==> src/rtl/dram_window_bridge.sv <==
// Upstream window decoder for the DRAM path: remaps in-window requests onto
// the AXI bridge port, answers the rest locally, and returns responses in order.
module dram_window_bridge #(
  parameter int AddrWidth = 32,
  parameter int DataWidth = 32,
  parameter int MaxOutstanding = 4,
  parameter logic [AddrWidth-1:0] WindowBase = 32'h4000_0000,
  parameter logic [AddrWidth-1:0] WindowSize = 32'h1000_0000,
  parameter logic [AddrWidth-1:0] RemapBase = 32'h0000_0000,
  parameter logic [DataWidth-1:0] ErrorRdata = 32'hBADC_AB1E
) (
  input  logic                   clk_i,
  input  logic                   rst_ni,
  input  logic                   slv_req_i,
  input  logic [AddrWidth-1:0]   slv_addr_i,
  input  logic                   slv_we_i,
  input  logic [DataWidth/8-1:0] slv_be_i,
  input  logic [DataWidth-1:0]   slv_wdata_i,
  output logic                   slv_gnt_o,
  output logic                   slv_rvalid_o,
  output logic [DataWidth-1:0]   slv_rdata_o,
  output logic                   slv_err_o,
  output logic                   mem_req_o,
  output logic [AddrWidth-1:0]   mem_addr_o,
  output logic                   mem_we_o,
  output logic [DataWidth/8-1:0] mem_be_o,
  output logic [DataWidth-1:0]   mem_wdata_o,
  input  logic                   mem_gnt_i,
  input  logic                   mem_rsp_valid_i,
  input  logic [DataWidth-1:0]   mem_rsp_rdata_i,
  input  logic                   mem_rsp_error_i
);

  localparam int CntW = $clog2(MaxOutstanding + 1);
  localparam int PtrW = (MaxOutstanding > 1) ? $clog2(MaxOutstanding) : 1;
  localparam logic [CntW-1:0] MaxCnt = CntW'(MaxOutstanding);
  localparam logic [PtrW-1:0] LastPtr = PtrW'(MaxOutstanding - 1);

  function automatic logic [PtrW-1:0] inc(input logic [PtrW-1:0] p);
    return (p == LastPtr) ? '0 : p + PtrW'(1);
  endfunction

  logic [AddrWidth-1:0] offset;
  logic in_win, slot, grant;

  logic ord_local [MaxOutstanding];
  logic ord_we [MaxOutstanding];
  logic [PtrW-1:0] ord_wptr, ord_rptr;
  logic [CntW-1:0] ord_count;

  logic [DataWidth-1:0] rsp_rdata [MaxOutstanding];
  logic rsp_err [MaxOutstanding];
  logic [PtrW-1:0] rsp_wptr, rsp_rptr;
  logic [CntW-1:0] rsp_count;

  // forwarded requests still waiting for their downstream response
  logic [CntW-1:0] fwd_cnt;

  logic rsp_ok, ord_pop, rsp_pop, rsp_push, bypass;
  logic sel_valid, sel_err;
  logic [DataWidth-1:0] sel_rdata;

  logic rvalid_q, err_q;
  logic [DataWidth-1:0] rdata_q;

  assign offset = slv_addr_i - WindowBase;
  assign in_win = offset < WindowSize;
  assign slot = ord_count < MaxCnt;
  assign grant = slv_req_i & slot & (in_win ? mem_gnt_i : 1'b1);

  assign slv_gnt_o = grant;
  assign mem_req_o = slv_req_i & in_win & slot;
  assign mem_addr_o = RemapBase + offset;
  assign mem_we_o = slv_we_i;
  assign mem_be_o = slv_be_i;
  assign mem_wdata_o = slv_wdata_i;

  assign rsp_ok = mem_rsp_valid_i & (fwd_cnt != '0);

  always_comb begin
    ord_pop = 1'b0;
    rsp_pop = 1'b0;
    bypass = 1'b0;
    sel_valid = 1'b0;
    sel_err = 1'b0;
    sel_rdata = '0;
    if (ord_count != '0) begin
      if (ord_local[ord_rptr]) begin
        sel_valid = 1'b1;
        sel_err = 1'b1;
        sel_rdata = ord_we[ord_rptr] ? '0 : ErrorRdata;
        ord_pop = 1'b1;
      end else if (rsp_count != '0) begin
        sel_valid = 1'b1;
        sel_err = rsp_err[rsp_rptr];
        sel_rdata = rsp_rdata[rsp_rptr];
        rsp_pop = 1'b1;
        ord_pop = 1'b1;
      end else if (rsp_ok) begin
        sel_valid = 1'b1;
        sel_err = mem_rsp_error_i;
        sel_rdata = mem_rsp_rdata_i;
        bypass = 1'b1;
        ord_pop = 1'b1;
      end
    end
  end

  assign rsp_push = rsp_ok & ~bypass;

  always_ff @(posedge clk_i or negedge rst_ni) begin
    if (!rst_ni) begin
      ord_wptr <= '0;
      ord_rptr <= '0;
      ord_count <= '0;
      rsp_wptr <= '0;
      rsp_rptr <= '0;
      rsp_count <= '0;
      fwd_cnt <= '0;
      rvalid_q <= 1'b0;
      rdata_q <= '0;
      err_q <= 1'b0;
    end else begin
      if (grant) ord_wptr <= inc(ord_wptr);
      if (ord_pop) ord_rptr <= inc(ord_rptr);
      ord_count <= ord_count + CntW'(grant) - CntW'(ord_pop);
      if (rsp_push) rsp_wptr <= inc(rsp_wptr);
      if (rsp_pop) rsp_rptr <= inc(rsp_rptr);
      rsp_count <= rsp_count + CntW'(rsp_push) - CntW'(rsp_pop);
      fwd_cnt <= fwd_cnt + CntW'(grant & in_win) - CntW'(rsp_ok);
      rvalid_q <= sel_valid;
      rdata_q <= sel_rdata;
      err_q <= sel_err;
    end
  end

  always_ff @(posedge clk_i) begin
    if (grant) begin
      ord_local[ord_wptr] <= ~in_win;
      ord_we[ord_wptr] <= slv_we_i;
    end
    if (rsp_push) begin
      rsp_rdata[rsp_wptr] <= mem_rsp_rdata_i;
      rsp_err[rsp_wptr] <= mem_rsp_error_i;
    end
  end

  // unsolicited downstream responses are dropped
  always_ff @(posedge clk_i) begin
    if (rst_ni) begin
      assert (!(mem_rsp_valid_i && fwd_cnt == '0))
        else $error("unsolicited downstream response");
    end
  end

  assign slv_rvalid_o = rvalid_q;
  assign slv_rdata_o = rdata_q;
  assign slv_err_o = err_q;

endmodule

==> config.mk <==
export PLATFORM = sky130hd
export DESIGN_NAME = dram_window_bridge
export DESIGN_NICKNAME = d
export VERILOG_FILES = /design/src/rtl/dram_window_bridge.sv
export SDC_FILE = /design/constraint.sdc
export NUM_CORES = 1
export LEC_CHECK = 0
export ABC_AREA = 0
export CORE_UTILIZATION = 30
export CTS_BUF_LIST = sky130_fd_sc_hd__clkbuf_16
export DETAILED_ROUTE_END_ITERATION = 7
export SYNTH_ARGS = -nofsm -noshare
export SYNTH_HDL_FRONTEND = slang
export SYNTH_SLANG_ARGS = --single-unit
==> constraint.sdc <==
create_clock -name clk_i -period 3.75 [get_ports clk_i]
set_input_delay 1.125 -clock clk_i [delete_from_list [all_inputs] [get_ports clk_i]]
set_output_delay 1.125 -clock clk_i [all_outputs]
set_load 0.01 [all_outputs]
==> summary.md <==
| Metric | Value |
|---|---|
| Final Hold Fails | 0 |
| Post-Syn Area | ~0.0080 mm² |
| Total non-filler cell area in the finished layout | roughly 0.0095 mm² |
| Proportion of power drawn by the clock network | 0.227 |
| Worst-margin pin slew | 0.9055 ns |
| Area leader, netlist | sky130_fd_sc_hd__edfxtp_1 |
| First-pass iteration count of the detailed router | 7 |
| Maximum net fanout on the critical path | 2 |
| Standard cell with the maximum stage delay on the critical path | sky130_fd_sc_hd__clkdlybuf4s50_1 |
| Int Pwr | between 5000 and 6000 µW |
| Routed vias/inst | approximately 4.8 |
| Arrival time worst endpoint | 2.44 ns |
| Sequential element share of the synthesized area | 0.6827 |
| Diode count | 0 |
| Post-CTS Setup Inserts | 0 |
| Share of the core filled with cells in the final layout | 0.3618 |
| Height of the die | 165.6 µm |
| Floorplan row count | 59 |
| Combined global-route utilization of all metal layers | 0.1301 |
| Share of synthesized cell area in and, or, nand and nor gates | 0.03897 |
| Switching power | approximately 2500 µW |
| Die width | 165.6 µm |
| Area after detailed placement | about 0.0089 mm² |
| Compound-gate portion of the synthesized area | 0.04224 |
| Post-CTS Resized | 2 |
| Largest net degree at the start of global routing | 36 |
| Effective utilization at floorplan | 0.3072 |
| Main combinational cell family by area after synthesis | multiplexers |
| Clock sink total | 191 |
| Core area | ~0.026 mm² |
| Via Count | about 4200 |
| Worst-case headroom to the max-slew limit | 0.3964 |
| Number of antenna violations at the first check in global routing | 2 |
| Yosys cell types | 28 |
| Sequential standard cell area | 0.005483 mm² |
| Kind of end point of the critical path | primary output |
| Total global routing overflow | 0 |
| Area share of the leading cell type in the synthesized netlist | 0.5237 |
| Hold-fix buffer count after cts | 0 |
| Post-synthesis area per instance | ~16 µm² |
| Flip-flop and latch count after synthesis | around 190 |
| Synthesis-to-finish area growth | 17.78% |
| CTS tree | built |
| Clk_lat worst skew | between 0.4 and 0.5 ns |
| Share of final-layout standard cells stronger than drive strength 1 | 0.1915 |
| Critical path type | input port to primary output |
| # placed instances | between 800 and 900 |
| Global-route wire length before repair | ~26000 µm |
| Non-filler cells in the finished layout | approximately 880 |
| Max-capacitance violation count | 0 |
| Number of nets in the finished design | between 600 and 700 |
| Filler cells | between 2000 and 2500 |
| Critical Path RT | 2.62 ns |
| RSZ-0062 raised after global routing | false |
| Maximum clock path buffer count | 2 |
| Switch share | 0.3255 |
| Failing checks | DRC |
| Register-to-register path setup slack | between 0.7 and 0.8 ns |
| Final Setup Violations | 0 |
| Adder and majority cell fraction of the synthesized area | 0.03554 |
| Synthesized instance count | approximately 500 |
| CP Cell Sequence | clkdlybuf4s50_1, inv_1, ha_1, clkdlybuf4s50_1 |
| Root buf cell | sky130_fd_sc_hd__clkbuf_16 |
| Crit path buf inv count | 3 |
| Pwr per Cell Area | between 800 and 900 mW/mm² |
| Global placer's final weighted congestion | 0.7510 |
| Input/output buffers | 83 |
| Post-detailed-route DRC marker count | 42 |
| Number of nets with antenna violations after detailed routing | 0 |
| Post-Synthesis Net Count | about 630 |
| Worst clock skew | between 0.01 and 0.015 ns |
| Critical path's top delay family | buffers and inverters |
| HPWL after detailed placement | ~11000 µm |
| Total I/O pin count | between 200 and 250 |
| Parity-gate share of the synthesized area counting xor and xnor cells | 0.006546 |
| Share of cell area taken by muxes after synthesis | 0.1103 |
| Combinational power share | 0.349 |
| Number of max-slew violations in the final report | 0 |
| Worst-path clk slew | about 0.070 ns |
| Crit path largest cell delay | between 0.5 and 0.6 ns |
| # H-tree levels | 4 |
| Cell types with the largest area share after synthesis | sky130_fd_sc_hd__edfxtp_1 (52%), sky130_fd_sc_hd__dfrtp_1 (16%), sky130_fd_sc_hd__mux4_2 (9.8%), sky130_fd_sc_hd__buf_4 (6.3%), sky130_fd_sc_hd__ha_1 (2.8%) |
| Share of total power in sequential cells | 0.424 |
| Number of violations reported at the end of detailed-routing iteration 0 | 330 |
| Die Footprint | roughly 0.027 mm² |
| Status | finished with violations |
| Part of the cycle the worst path needs | 0.9506 |
| Via count of the first global-routing pass | between 4000 and 5000 |
| Final WL | roughly 17000 µm |
| Wire length per cell after detailed routing | between 15 and 20 µm |
| CTS buffer count | 17 |
| Combined area of the multi-input logic cells | 0.001887 mm² |
| Element type at the critical path start | input port |
| Synthesis warning total | 0 |
| HP Class | flop to flop |
| Most used cell, CP | sky130_fd_sc_hd__clkdlybuf4s50_1 |
| Static leakage | 0.003415 µW |
| Worst voltage drop across the vdd grid | 0.2811 mV |
| Minimum period implied by the final worst setup slack | 3.565 ns |
| Peak clock frequency supported by timing | between 200 and 300 MHz |
==> final timing paths <==
kind                                    to      startpoint  cells after the start
setup / recovery            mem_addr_o[31]  slv_addr_i[31]                      4
hold / removal                  fwd_cnt[2]      fwd_cnt[2]                      1
setup reg to reg              ord_count[2]     ord_rptr[0]                      9
hold reg to reg                 fwd_cnt[2]      fwd_cnt[2]                      1
max in group asynchronous  slv_rdata_o[26]          rst_ni                      2
min in group asynchronous      ord_wptr[1]          rst_ni                      1
==> state kept, by name (all words and copies together), names as in the netlist, 2 cells and up <==
signal / cells
ord_local: 4
ord_rptr: 2
rsp_rptr: 2
ord_we: 4
rsp_wptr: 2
rsp_count: 3
ord_count: 3
ord_wptr: 2
slv_rdata_o: 32
rsp_rdata: 128
fwd_cnt: 3
rsp_err: 4
==> cells in the mapped netlist <==
cell / n
sky130_fd_sc_hd__a21o_1: 1
sky130_fd_sc_hd__a21oi_1: 33
sky130_fd_sc_hd__a31oi_1: 21
sky130_fd_sc_hd__and2_1: 8
sky130_fd_sc_hd__buf_1: 2
sky130_fd_sc_hd__buf_2: 6
sky130_fd_sc_hd__buf_4: 67
sky130_fd_sc_hd__clkbuf_1: 16
sky130_fd_sc_hd__dfrtp_1: 51
sky130_fd_sc_hd__edfxtp_1: 140
sky130_fd_sc_hd__fa_1: 3
sky130_fd_sc_hd__ha_1: 18
sky130_fd_sc_hd__inv_1: 19
sky130_fd_sc_hd__mux2_2: 6
sky130_fd_sc_hd__mux2_4: 2
sky130_fd_sc_hd__mux4_2: 35
sky130_fd_sc_hd__nand2_1: 34
sky130_fd_sc_hd__nand2b_1: 2
sky130_fd_sc_hd__nand3_1: 13
sky130_fd_sc_hd__nor2_1: 5
sky130_fd_sc_hd__nor3_1: 2
sky130_fd_sc_hd__nor3_2: 1
sky130_fd_sc_hd__o21ai_0: 1
sky130_fd_sc_hd__o31a_1: 2
sky130_fd_sc_hd__o31ai_2: 1
sky130_fd_sc_hd__or3_1: 3
sky130_fd_sc_hd__xnor2_1: 5
sky130_fd_sc_hd__xor2_1: 1
==> final cells by class <==
type	count	area share
Timing Repair Buffer	104	0.1090
Tap cell	335	0.04433
Clock inverter	15	0.01469
Inverter	19	0.007543
Clock buffer	17	0.04499
Sequential cell	191	0.5799
Multi-Input combinational cell	197	0.1996
==> through the flow <==
stage | total power, µW | worst slack (ns) | TNS, ns | hold WS [ns]
floorplan | 4919 | 0.6270 | 0 | 0.4475
global placement | 5860 | -0.1108 | -0.1459 | 0.4638
detailed placement | 5968 | -0.1205 | -0.2039 | 0.5043
CTS | 7707 | 0.1716 | 0 | 0.5188
global route | 8050 | 0.1585 | 0 | 0.5463
finish | 7588 | 0.1852 | 0 | 0.5074
==> cells by family (layout without fill, tap and decap cells) <==
group,count (synthesis),in the layout
AND/OR/NAND/NOR,68,68
adder cells (fa/ha/maj),21,21
AO/OA/AOI/OAI,59,59
XOR/XNOR,6,6
multiplexers,43,43
flip-flops,191,191
buffers and inverters,110,155
==> per-layer routing <==
metal  GRT usage  vias up  wire length, µm
li1            -     1843                -
met1      0.1578     2117             6891
met2      0.2146      179             8179
met3     0.04171       36             1321
met4     0.05041        4              268
met5           0        -               22
==> power by group through the flow <==
stage                     Sequential [µW]  Combinational (µW)  Clock, µW
after floorplan                      3180                1740          0
after global placement               3240                2620          0
final                                3220                2650       1730
after CTS                            3230                2700       1770
after global routing                 3290                2910       1850
after detailed placement             3270                2700          0
==> cells in the final DEF (no fill, tap or decap), types with 2 or more instances in the layout <==
cell and count:
sky130_fd_sc_hd__edfxtp_1 140, sky130_fd_sc_hd__clkdlybuf4s50_1 80, sky130_fd_sc_hd__dfrtp_1 49, sky130_fd_sc_hd__mux4_2 35, sky130_fd_sc_hd__nand2_1 34, sky130_fd_sc_hd__a21oi_1 33
sky130_fd_sc_hd__a31oi_1 21, sky130_fd_sc_hd__inv_1 20, sky130_fd_sc_hd__ha_1 18, sky130_fd_sc_hd__clkbuf_16 17, sky130_fd_sc_hd__buf_4 17, sky130_fd_sc_hd__nand3_1 13
sky130_fd_sc_hd__mux2_2 6, sky130_fd_sc_hd__xnor2_1 5, sky130_fd_sc_hd__nor2_1 5, sky130_fd_sc_hd__and2_1 4, sky130_fd_sc_hd__and2_2 4, sky130_fd_sc_hd__buf_12 4
sky130_fd_sc_hd__or3_1 3, sky130_fd_sc_hd__fa_1 3, sky130_fd_sc_hd__clkinv_4 3, sky130_fd_sc_hd__inv_8 3, sky130_fd_sc_hd__nor3_2 2, sky130_fd_sc_hd__nand2b_1 2
sky130_fd_sc_hd__mux2_4 2, sky130_fd_sc_hd__clkinv_1 2, sky130_fd_sc_hd__inv_6 2, sky130_fd_sc_hd__clkinvlp_4 2, sky130_fd_sc_hd__dlygate4sd2_1 2, sky130_fd_sc_hd__dfrtp_2 2
Power figures use the tool's default switching activity.
